File: config.mk
export PLATFORM = sky130hd
export DESIGN_NAME = left_shift_rotate_seq_16bit
export DESIGN_NICKNAME = d
export VERILOG_FILES = /design/src/rtl/left_shift_rotate_seq_16bit_pkg.sv /design/src/rtl/left_shift_rotate_seq_16bit.sv
export SDC_FILE = /design/constraint.sdc
export NUM_CORES = 1
export LEC_CHECK = 0
export CORE_ASPECT_RATIO = 0.7
export CORE_UTILIZATION = 45
export CTS_CLUSTER_SIZE = 28
export DETAILED_ROUTE_END_ITERATION = 10
export GPL_TIMING_DRIVEN = 0
export PLACE_DENSITY = 0.72
export SLEW_MARGIN = 20
export SYNTH_ARGS = -nofsm -noshare
export SYNTH_HDL_FRONTEND = slang
export SYNTH_SLANG_ARGS = --single-unit
File: constraint.sdc
create_clock -name clk -period 1.67 [get_ports clk]
set_clock_uncertainty 0.05 [all_clocks]
set_input_delay 0.2505 -clock clk [delete_from_list [all_inputs] [get_ports clk]]
set_output_delay 0.2505 -clock clk [all_outputs]
set_load 0.01 [all_outputs]
File: src/rtl/left_shift_rotate_seq_16bit_pkg.sv
// Shared ALU definitions for the iterative left shifter/rotator.
package left_shift_rotate_seq_16bit_pkg;

    localparam int unsigned WIDTH_DEF = 16;
    localparam int unsigned CNT_W_DEF = 4;

    typedef enum logic [1:0] {
        IDLE  = 2'd0,
        SHIFT = 2'd1,
        DONE  = 2'd2
    } state_e;

    localparam logic MODE_SHL = 1'b0;
    localparam logic MODE_ROL = 1'b1;

endpackage : left_shift_rotate_seq_16bit_pkg

File: src/rtl/left_shift_rotate_seq_16bit.sv
// Iterative left shift / left rotate, one bit position per clock, with start/busy/done handshake.
module left_shift_rotate_seq_16bit
    import left_shift_rotate_seq_16bit_pkg::*;
#(
    parameter int unsigned WIDTH = WIDTH_DEF,
    parameter int unsigned CNT_W = CNT_W_DEF
) (
    input  logic             clk,
    input  logic             rst_n,
    input  logic             start,
    input  logic [WIDTH-1:0] in,
    input  logic [CNT_W-1:0] shift,
    input  logic             rotate,
    output logic             busy,
    output logic             done,
    output logic [WIDTH-1:0] out,
    output logic             carry_out
);

    state_e           state_q, state_d;
    logic [WIDTH-1:0] work_q, work_d;
    logic [CNT_W-1:0] cnt_q, cnt_d;
    logic             mode_q, mode_d;
    logic             carry_q, carry_d;
    logic [WIDTH-1:0] out_q, out_d;
    logic             carry_out_q, carry_out_d;
    logic             busy_q, busy_d;
    logic             done_q, done_d;

    // State and datapath registers, all cleared asynchronously.
    always_ff @(posedge clk or negedge rst_n) begin
        if (!rst_n) begin
            state_q     <= IDLE;
            work_q      <= '0;
            cnt_q       <= '0;
            mode_q      <= MODE_SHL;
            carry_q     <= 1'b0;
            out_q       <= '0;
            carry_out_q <= 1'b0;
            busy_q      <= 1'b0;
            done_q      <= 1'b0;
        end else begin
            state_q     <= state_d;
            work_q      <= work_d;
            cnt_q       <= cnt_d;
            mode_q      <= mode_d;
            carry_q     <= carry_d;
            out_q       <= out_d;
            carry_out_q <= carry_out_d;
            busy_q      <= busy_d;
            done_q      <= done_d;
        end
    end

    // Next-state logic: start only accepted in IDLE; DONE lasts one cycle.
    always_comb begin
        state_d = state_q;
        unique case (state_q)
            IDLE:    if (start) state_d = SHIFT;
            SHIFT:   if (cnt_q == '0) state_d = DONE;
            DONE:    state_d = IDLE;
            default: state_d = IDLE;
        endcase
    end

    // Datapath and output next values; busy/done registered from the next state.
    always_comb begin
        work_d      = work_q;
        cnt_d       = cnt_q;
        mode_d      = mode_q;
        carry_d     = carry_q;
        out_d       = out_q;
        carry_out_d = carry_out_q;
        unique case (state_q)
            IDLE: begin
                if (start) begin
                    work_d  = in;
                    cnt_d   = shift;
                    mode_d  = rotate;
                    carry_d = 1'b0;
                end
            end
            SHIFT: begin
                if (cnt_q != '0) begin
                    work_d  = {work_q[WIDTH-2:0], (mode_q == MODE_ROL) & work_q[WIDTH-1]};
                    carry_d = work_q[WIDTH-1];
                    cnt_d   = cnt_q - CNT_W'(1);
                end else begin
                    out_d       = work_q;
                    carry_out_d = carry_q;
                end
            end
            default: ;
        endcase
        busy_d = (state_d != IDLE);
        done_d = (state_d == DONE);
    end

    assign busy      = busy_q;
    assign done      = done_q;
    assign out       = out_q;
    assign carry_out = carry_out_q;

endmodule : left_shift_rotate_seq_16bit

==> results.md, run 1 <==
- CP Capture Type: flop
- Ys flop type: dfrtp_1
- Initial antenna violation count: 0
- Synth async-reset ratio: 100%
- Critical path peak fanout: 10
- Worst EP required: 1.79 ns
- Fraction of layout cells with a size suffix above 1: 21.5%
- TritonCTS clock tree: done
- DRT Pass-1 Iters: 4
- Synth Cell Area: 1930 µm²
- Synth cell count leaders: dfrtp_1, nand2_1, a21oi_1
- GRT Overall Usage: 21.5%
- Most area-hungry cell type in the Yosys netlist: dfrtp_1
- Combinational Power Share: 49.7%
- Max Cap Violations: 0
- Post-Synthesis Cells: 170
- DP Area: 2430 µm²
- Clock slew at reported path FFs: 0.07 ns
- # rows: 19
- # diodes: 0
- DIE AREA: 4550 µm²
- Residual DRC: 0
- CTS Buf Count: 5
- Yosys cell types: 29
- Share of the synthesized area in the top cell type: 55.8%
- Crit share post-route: 97.2%
- Detailed Route WL: 4.42 mm
- Vias: 1492
- Design area: 2570 µm²
- Antenna Nets Post-Route: 0
- I/O Buffers: 42
- Crit Path Class: reg2reg
- P_leak: 1.15 nW
- Max Clk Rate: 616 MHz
- GPL Wtd Cong: 0.841
- Startpoint Class: flop
- Vias/cell: 5.43
- GR Overflow Total: 0
- Cell Pwr Density: 1980 nW/µm²
- Clock Sinks: 43
- Final TNS setup: 0 ns
- Global-route wire length before repair: 7.29 mm
- Clk buf depth: 2
- Non-Filler Instances: 275
- Die X: 80.2 µm
- WP data arrival: 1.74 ns
- Slowest stage delay, CP: 0.40 ns
- Slowest cell on crit path: dfrtp_1
- P&R area growth vs syn: 33.3%
- H-tree Lvls: 2
- Routed WL per cell: 16.1 µm
- Clock latency on the worst-skew pair: 0.28 ns
- Kind of cell adding the most delay to the critical path: flip-flops
- Hold Vio Cnt, Final: 0
- Number of synthesized flops with an enable pin: 0
- Mean Syn Cell Area: 11.3 µm²
- Final hold slack: 0.378 ns
- Count leader, synth: dfrtp_1
- Clock power share: 11.7%
- Design Power: 5.08 mW
- Clock root buffer: clkbuf_8
- Initial Util: 48.0%
- Synth warnings: 0
- Final number of max-transition violations: 0
- Initial DRC count: 68
- Die height: 56.8 µm
- Top cells by area, synth: dfrtp_1, nand2_1, mux2_4
- Placed insts: 265
- Number of global-route vias before repair: 1505
- Net Sw Frac: 35.8%
- Worst path cell trace: inv_2 -> ha_4 -> and4bb_4 -> nand2b_4 -> buf_12 -> mux2_4
- RSZ-0062 raised after global routing: false
- Flop pwr share: 38.6%
- Largest net degree at the start of global routing: 29
- Synth Register Bits: 43
- Fin crit period: 1.62 ns
- Syn nets: 195
- Critical path buffers and inverters: 2
- Internal Power: 3.26 mW
- HPWL after DPL: 3.12 mm
- Worst Tran Pin Value: 0.395 ns
- P_sw: 1.82 mW
- I/O Pins: 43
- Core area: 4020 µm²
- Final net count: 249
- Setup violators final: 0
- Max VDD drop: 1.05 mV
- Sequential area share after synthesis: 55.8%
- HP Class: in2async
- Max-Slew Margin vs Limit: 73.7%
- Outcome: completed
routing by layer:
layer / vias to the layer above / wire [µm] / track usage [%]
met1: 737 / 2080 / 31.0
li1: 701 / - / -
met2: 50 / 2060 / 32.8
met4: 0 / 24 / 5.36
met5: - / 0 / 0
met3: 4 / 255 / 4.72
through the flow:
stage	utilization [%]	worst slack [ns]
after global routing	63.9	0.00195
after CTS	63.5	0.0630
after floorplan	-	0.00722
after global placement	60.1	-0.756
final	63.9	0.0467
after detailed placement	60.5	-0.115
worst paths after layout:
path / to / from / slack (ns) / depth (start not counted)
hold reg to reg: carry_out / carry_q / 0.46 / 1
max in group asynchronous: state_q[0] / rst_n / 0.70 / 3
setup / recovery: out[1] / cnt_q[0] / 0.05 / 6
hold / removal: out[10] / rst_n / 0.38 / 2
setup reg to reg: out[1] / cnt_q[0] / 0.05 / 6
min in group clk: carry_out / carry_q / 0.46 / 1
timing repair:
item,4_1_cts,5_1_grt
cloned,0,0
pin swaps,1,0
gates resized for setup,3,4
buffers inserted,4,1
setup endpoints to repair,18,3
endpoints found under the hold margin,15,0
hold buffers,1,0
cell type report:
type / count / area (µm²)
Sequential cell: 43 / 1080
Inverter: 5 / 18.8
Fill cell: 301 / 1450
Buffer: 10 / 70.1
Clock buffer: 6 / 72.6
Multi-Input combinational cell: 110 / 769
Timing Repair Buffer: 49 / 495
Tap cell: 52 / 65.1
layout by cell type (no fill, tap or decap), types with 2 or more instances in the layout:
cell type	count
dfrtp_1	42
clkdlybuf4s50_1	41
nand2_1	33
a21oi_1	18
a31oi_1	17
mux2_2	10
mux2_4	8
buf_2	7
clkbuf_8	5
buf_4	4
buf_12	3
inv_1	3
nor3b_1	3
mux2i_1	3
inv_2	2
clkbuf_4	2
o21ai_0	2
a22o_1	2
registers in the layout, summed over array words and instances, names as in the netlist:
signal and cells:
out 16, carry_q 1, carry_out 1, work_q 16
state_q 2, done 1, mode_q 1, cnt_q 4
busy 1
kinds of logic (layout without fill, tap and decap cells):
group | after synthesis | after routing | share of synthesized area (%)
adder cells (fa/ha/maj) | 1 | 1 | 0.649
buffers and inverters | 17 | 70 | 5.07
AND/OR/NAND/NOR | 45 | 45 | 11.6
flip-flops | 43 | 43 | 55.8
multiplexers | 21 | 21 | 13.6
AO/OA/AOI/OAI | 43 | 43 | 13.2
power groups by stage:
stage                     logic, mW  registers [mW]  clock network [mW]
final                          2.52            1.96               0.593
after global routing           2.78            2.03               0.662
after detailed placement       2.40            1.97                   0
after floorplan                1.46            1.98                   0
after CTS                      2.50            1.95               0.609
after global placement         2.29            1.94                   0
Note: power is estimated with default switching activity, not from simulation.
==> inputs of run 2 (changes only) <==
Settings changed: CORE_UTILIZATION 45 to 51, DONT_BUFFER_PORTS set to 1, PLACE_DENSITY 0.72 to 0.66, SKIP_LAST_GASP set to 1.
==> run 2 against run 1 <==
Effect of this change: wire length down 4.8%; first-iteration DRC count up 2.9%; via count down 8.7%; critical path type unchanged; power down 4.9%; non-clock buffer count down 43; largest power group is now registers; utilization down 2.6 points; count of clock-buffer cells in the layout down 1; design area down 15%; sequential power up 8%; sequential share of layout area up 7.5 points.
==> results.md, run 2 (synthesis gave the netlist of run 1 again) <==
- Outcome: completed (unchanged)
- CP Capture Type: flop (unchanged)
- P_sw: 1.84 mW (was 1.82 mW)
- Clock root buffer: clkbuf_8 (unchanged)
- Max-Slew Margin vs Limit: 83.1% (was 73.7%)
- RSZ-0062 raised after global routing: true (was false)
- Critical path peak fanout: 10 (unchanged)
- # rows: 18 (was 19)
- Die X: 75.5 µm (was 80.2 µm)
- Clk buf depth: 2 (unchanged)
- Global-route wire length before repair: 6.66 mm (was 7.29 mm)
- Max Clk Rate: 620 MHz (was 616 MHz)
- Clock latency on the worst-skew pair: 0.30 ns (was 0.28 ns)
- Final hold slack: 0.0390 ns (was 0.378 ns)
- Non-Filler Instances: 232 (was 275)
- P&R area growth vs syn: 13.2% (was 33.3%)
- I/O Buffers: 0 (was 42)
- Internal Power: 2.99 mW (was 3.26 mW)
- # diodes: 0 (unchanged)
- Antenna Nets Post-Route: 0 (unchanged)
- Slowest stage delay, CP: 0.40 ns (about the same)
- Commonest non-fill, non-tap cell in the layout: dfrtp_1 (unchanged)
- Placed insts: 220 (was 265)
- Design area: 2180 µm² (was 2570 µm²)
- Max VDD drop: 0.957 mV (was 1.05 mV)
- DP Area: 1990 µm² (was 2430 µm²)
- TritonCTS clock tree: done (unchanged)
- Die height: 53.4 µm (was 56.8 µm)
- GRT Overall Usage: 23.4% (was 21.5%)
- DIE AREA: 4030 µm² (was 4550 µm²)
- Largest net degree at the start of global routing: 44 (was 29)
- Layout Utilization: 61.3% (was 63.9%)
- Cell Pwr Density: 2220 nW/µm² (was 1980 nW/µm²)
- Critical path buffers and inverters: 2 (unchanged)
- Fraction of layout cells with a size suffix above 1: 26.9% (was 21.5%)
- Setup violators final: 0 (unchanged)
- HPWL after DPL: 2.75 mm (was 3.12 mm)
- Detailed Route WL: 4.21 mm (was 4.42 mm)
- Routed WL per cell: 18.2 µm (was 16.1 µm)
- Vias/cell: 5.87 (was 5.43)
- Initial antenna violation count: 0 (unchanged)
- Vias: 1362 (was 1492)
- Commonest cells after routing, fill and taps aside: dfrtp_1, nand2_1, a21oi_1 (was dfrtp_1, clkdlybuf4s50_1, nand2_1)
- Clock Sinks: 43 (unchanged)
- GPL Wtd Cong: 0.797 (was 0.841)
- Number of global-route vias before repair: 1403 (was 1505)
- Core area: 3560 µm² (was 4020 µm²)
- Final TNS setup: 0 ns (unchanged)
- I/O Pins: 43 (unchanged)
- Clock slew at reported path FFs: 0.09 ns (was 0.07 ns)
- WP data arrival: 1.74 ns (about the same)
- Max Cap Violations: 0 (unchanged)
- Initial DRC count: 70 (was 68)
- Flop pwr share: 43.8% (was 38.6%)
- Clock power share: 17.1% (was 11.7%)
- H-tree Lvls: 2 (unchanged)
- P_leak: 1.00 nW (was 1.15 nW)
- Crit Path Class: reg2reg (unchanged)
- Slowest cell on crit path: dfrtp_1 (unchanged)
- Worst Tran Pin Value: 0.254 ns (was 0.395 ns)
- Net Sw Frac: 38.0% (was 35.8%)
- Hold Vio Cnt, Final: 0 (unchanged)
- Fin crit period: 1.61 ns (was 1.62 ns)
- DRT Pass-1 Iters: 4 (unchanged)
- Worst EP required: 1.80 ns (was 1.79 ns)
- CTS Buf Count: 5 (unchanged)
- Combinational Power Share: 39.1% (was 49.7%)
- Startpoint Class: flop (unchanged)
- Final number of max-transition violations: 0 (unchanged)
- Crit share post-route: 96.6% (was 97.2%)
- Kind of cell adding the most delay to the critical path: flip-flops (unchanged)
- HP Class: in2reg (was in2async)
- Final net count: 206 (was 249)
- GR Overflow Total: 0 (unchanged)
- Residual DRC: 0 (unchanged)
- Worst path cell trace: inv_2 -> ha_4 -> and4bb_4 -> nand2b_4 -> buf_12 -> mux2_4 (unchanged)
- Initial Util: 54.1% (was 48.0%)
## run 2: cell count changes in the layout (fill, tap and decap cells not counted), sizes merged
cell,previous run,this run
inv,5,6
buf,14,12
clkdlybuf4s50,41,0
clkinvlp,0,1
clkbuf,9,8
bufinv,0,1
## run 2: worst paths after layout
kind,slack (ns),from,endpoint,depth (start not counted)
hold / removal,0.04,in[3],work_q[3],2
hold reg to reg,0.48,carry_q,carry_out,1
max in group asynchronous,0.98,rst_n,state_q[0],2
setup / recovery,0.06,cnt_q[0],out[2],6
setup reg to reg,0.06,cnt_q[0],out[2],6
min in group asynchronous,0.38,rst_n,work_q[4],2
## run 2: power groups by stage
stage | Combinational [mW] | Clock, mW | Sequential, mW
after floorplan | 1.46 | 0 | 1.98
after global placement | 1.66 | 0 | 2.09
after detailed placement | 1.75 | 0 | 2.12
after CTS | 1.85 | 0.836 | 2.10
after global routing | 2.09 | 0.878 | 2.19
final | 1.89 | 0.825 | 2.11
## run 2: through the flow
step                power, mW  setup WS (ns)
global route             5.16       -0.00564
floorplan                3.43        0.00722
CTS                      4.79        0.00567
finish                   4.83         0.0560
global placement         3.76        -0.0760
detailed placement       3.87         -0.101
## run 2: worst reg2reg max path: stages (launching register included)
cell and delay [ns]:
dfrtp_1 0.40, inv_2 0.09, ha_4 0.14, and4bb_4 0.29
nand2b_4 0.09, buf_12 0.15, mux2_4 0.29
## run 2: layout make-up
type	instances	area [µm²]
plain buffers	11	72.6
clock buffers	5	68.8
clock inverters	3	46.3
fillers	305	1380
inverters	5	18.8
multi-input cells	110	769
flip-flops and latches	43	1080
well taps	50	62.6
repair buffers	5	65.1
## run 2: timing repair
item                       in CTS  in global routing
hold buffers                    2                  0
setup buffers                   2                  1
resized for setup               3                  5
setup endpoints to repair      17                 21
pin swaps                       1                  0
hold endpoints to repair       43                  0
## run 2: per-layer routing
layer / track usage, % / wire, µm
met2: 36.0 / 2000
met5: 0 / 0
met4: 9.88 / 55
met3: 6.48 / 269
met1: 31.2 / 1880
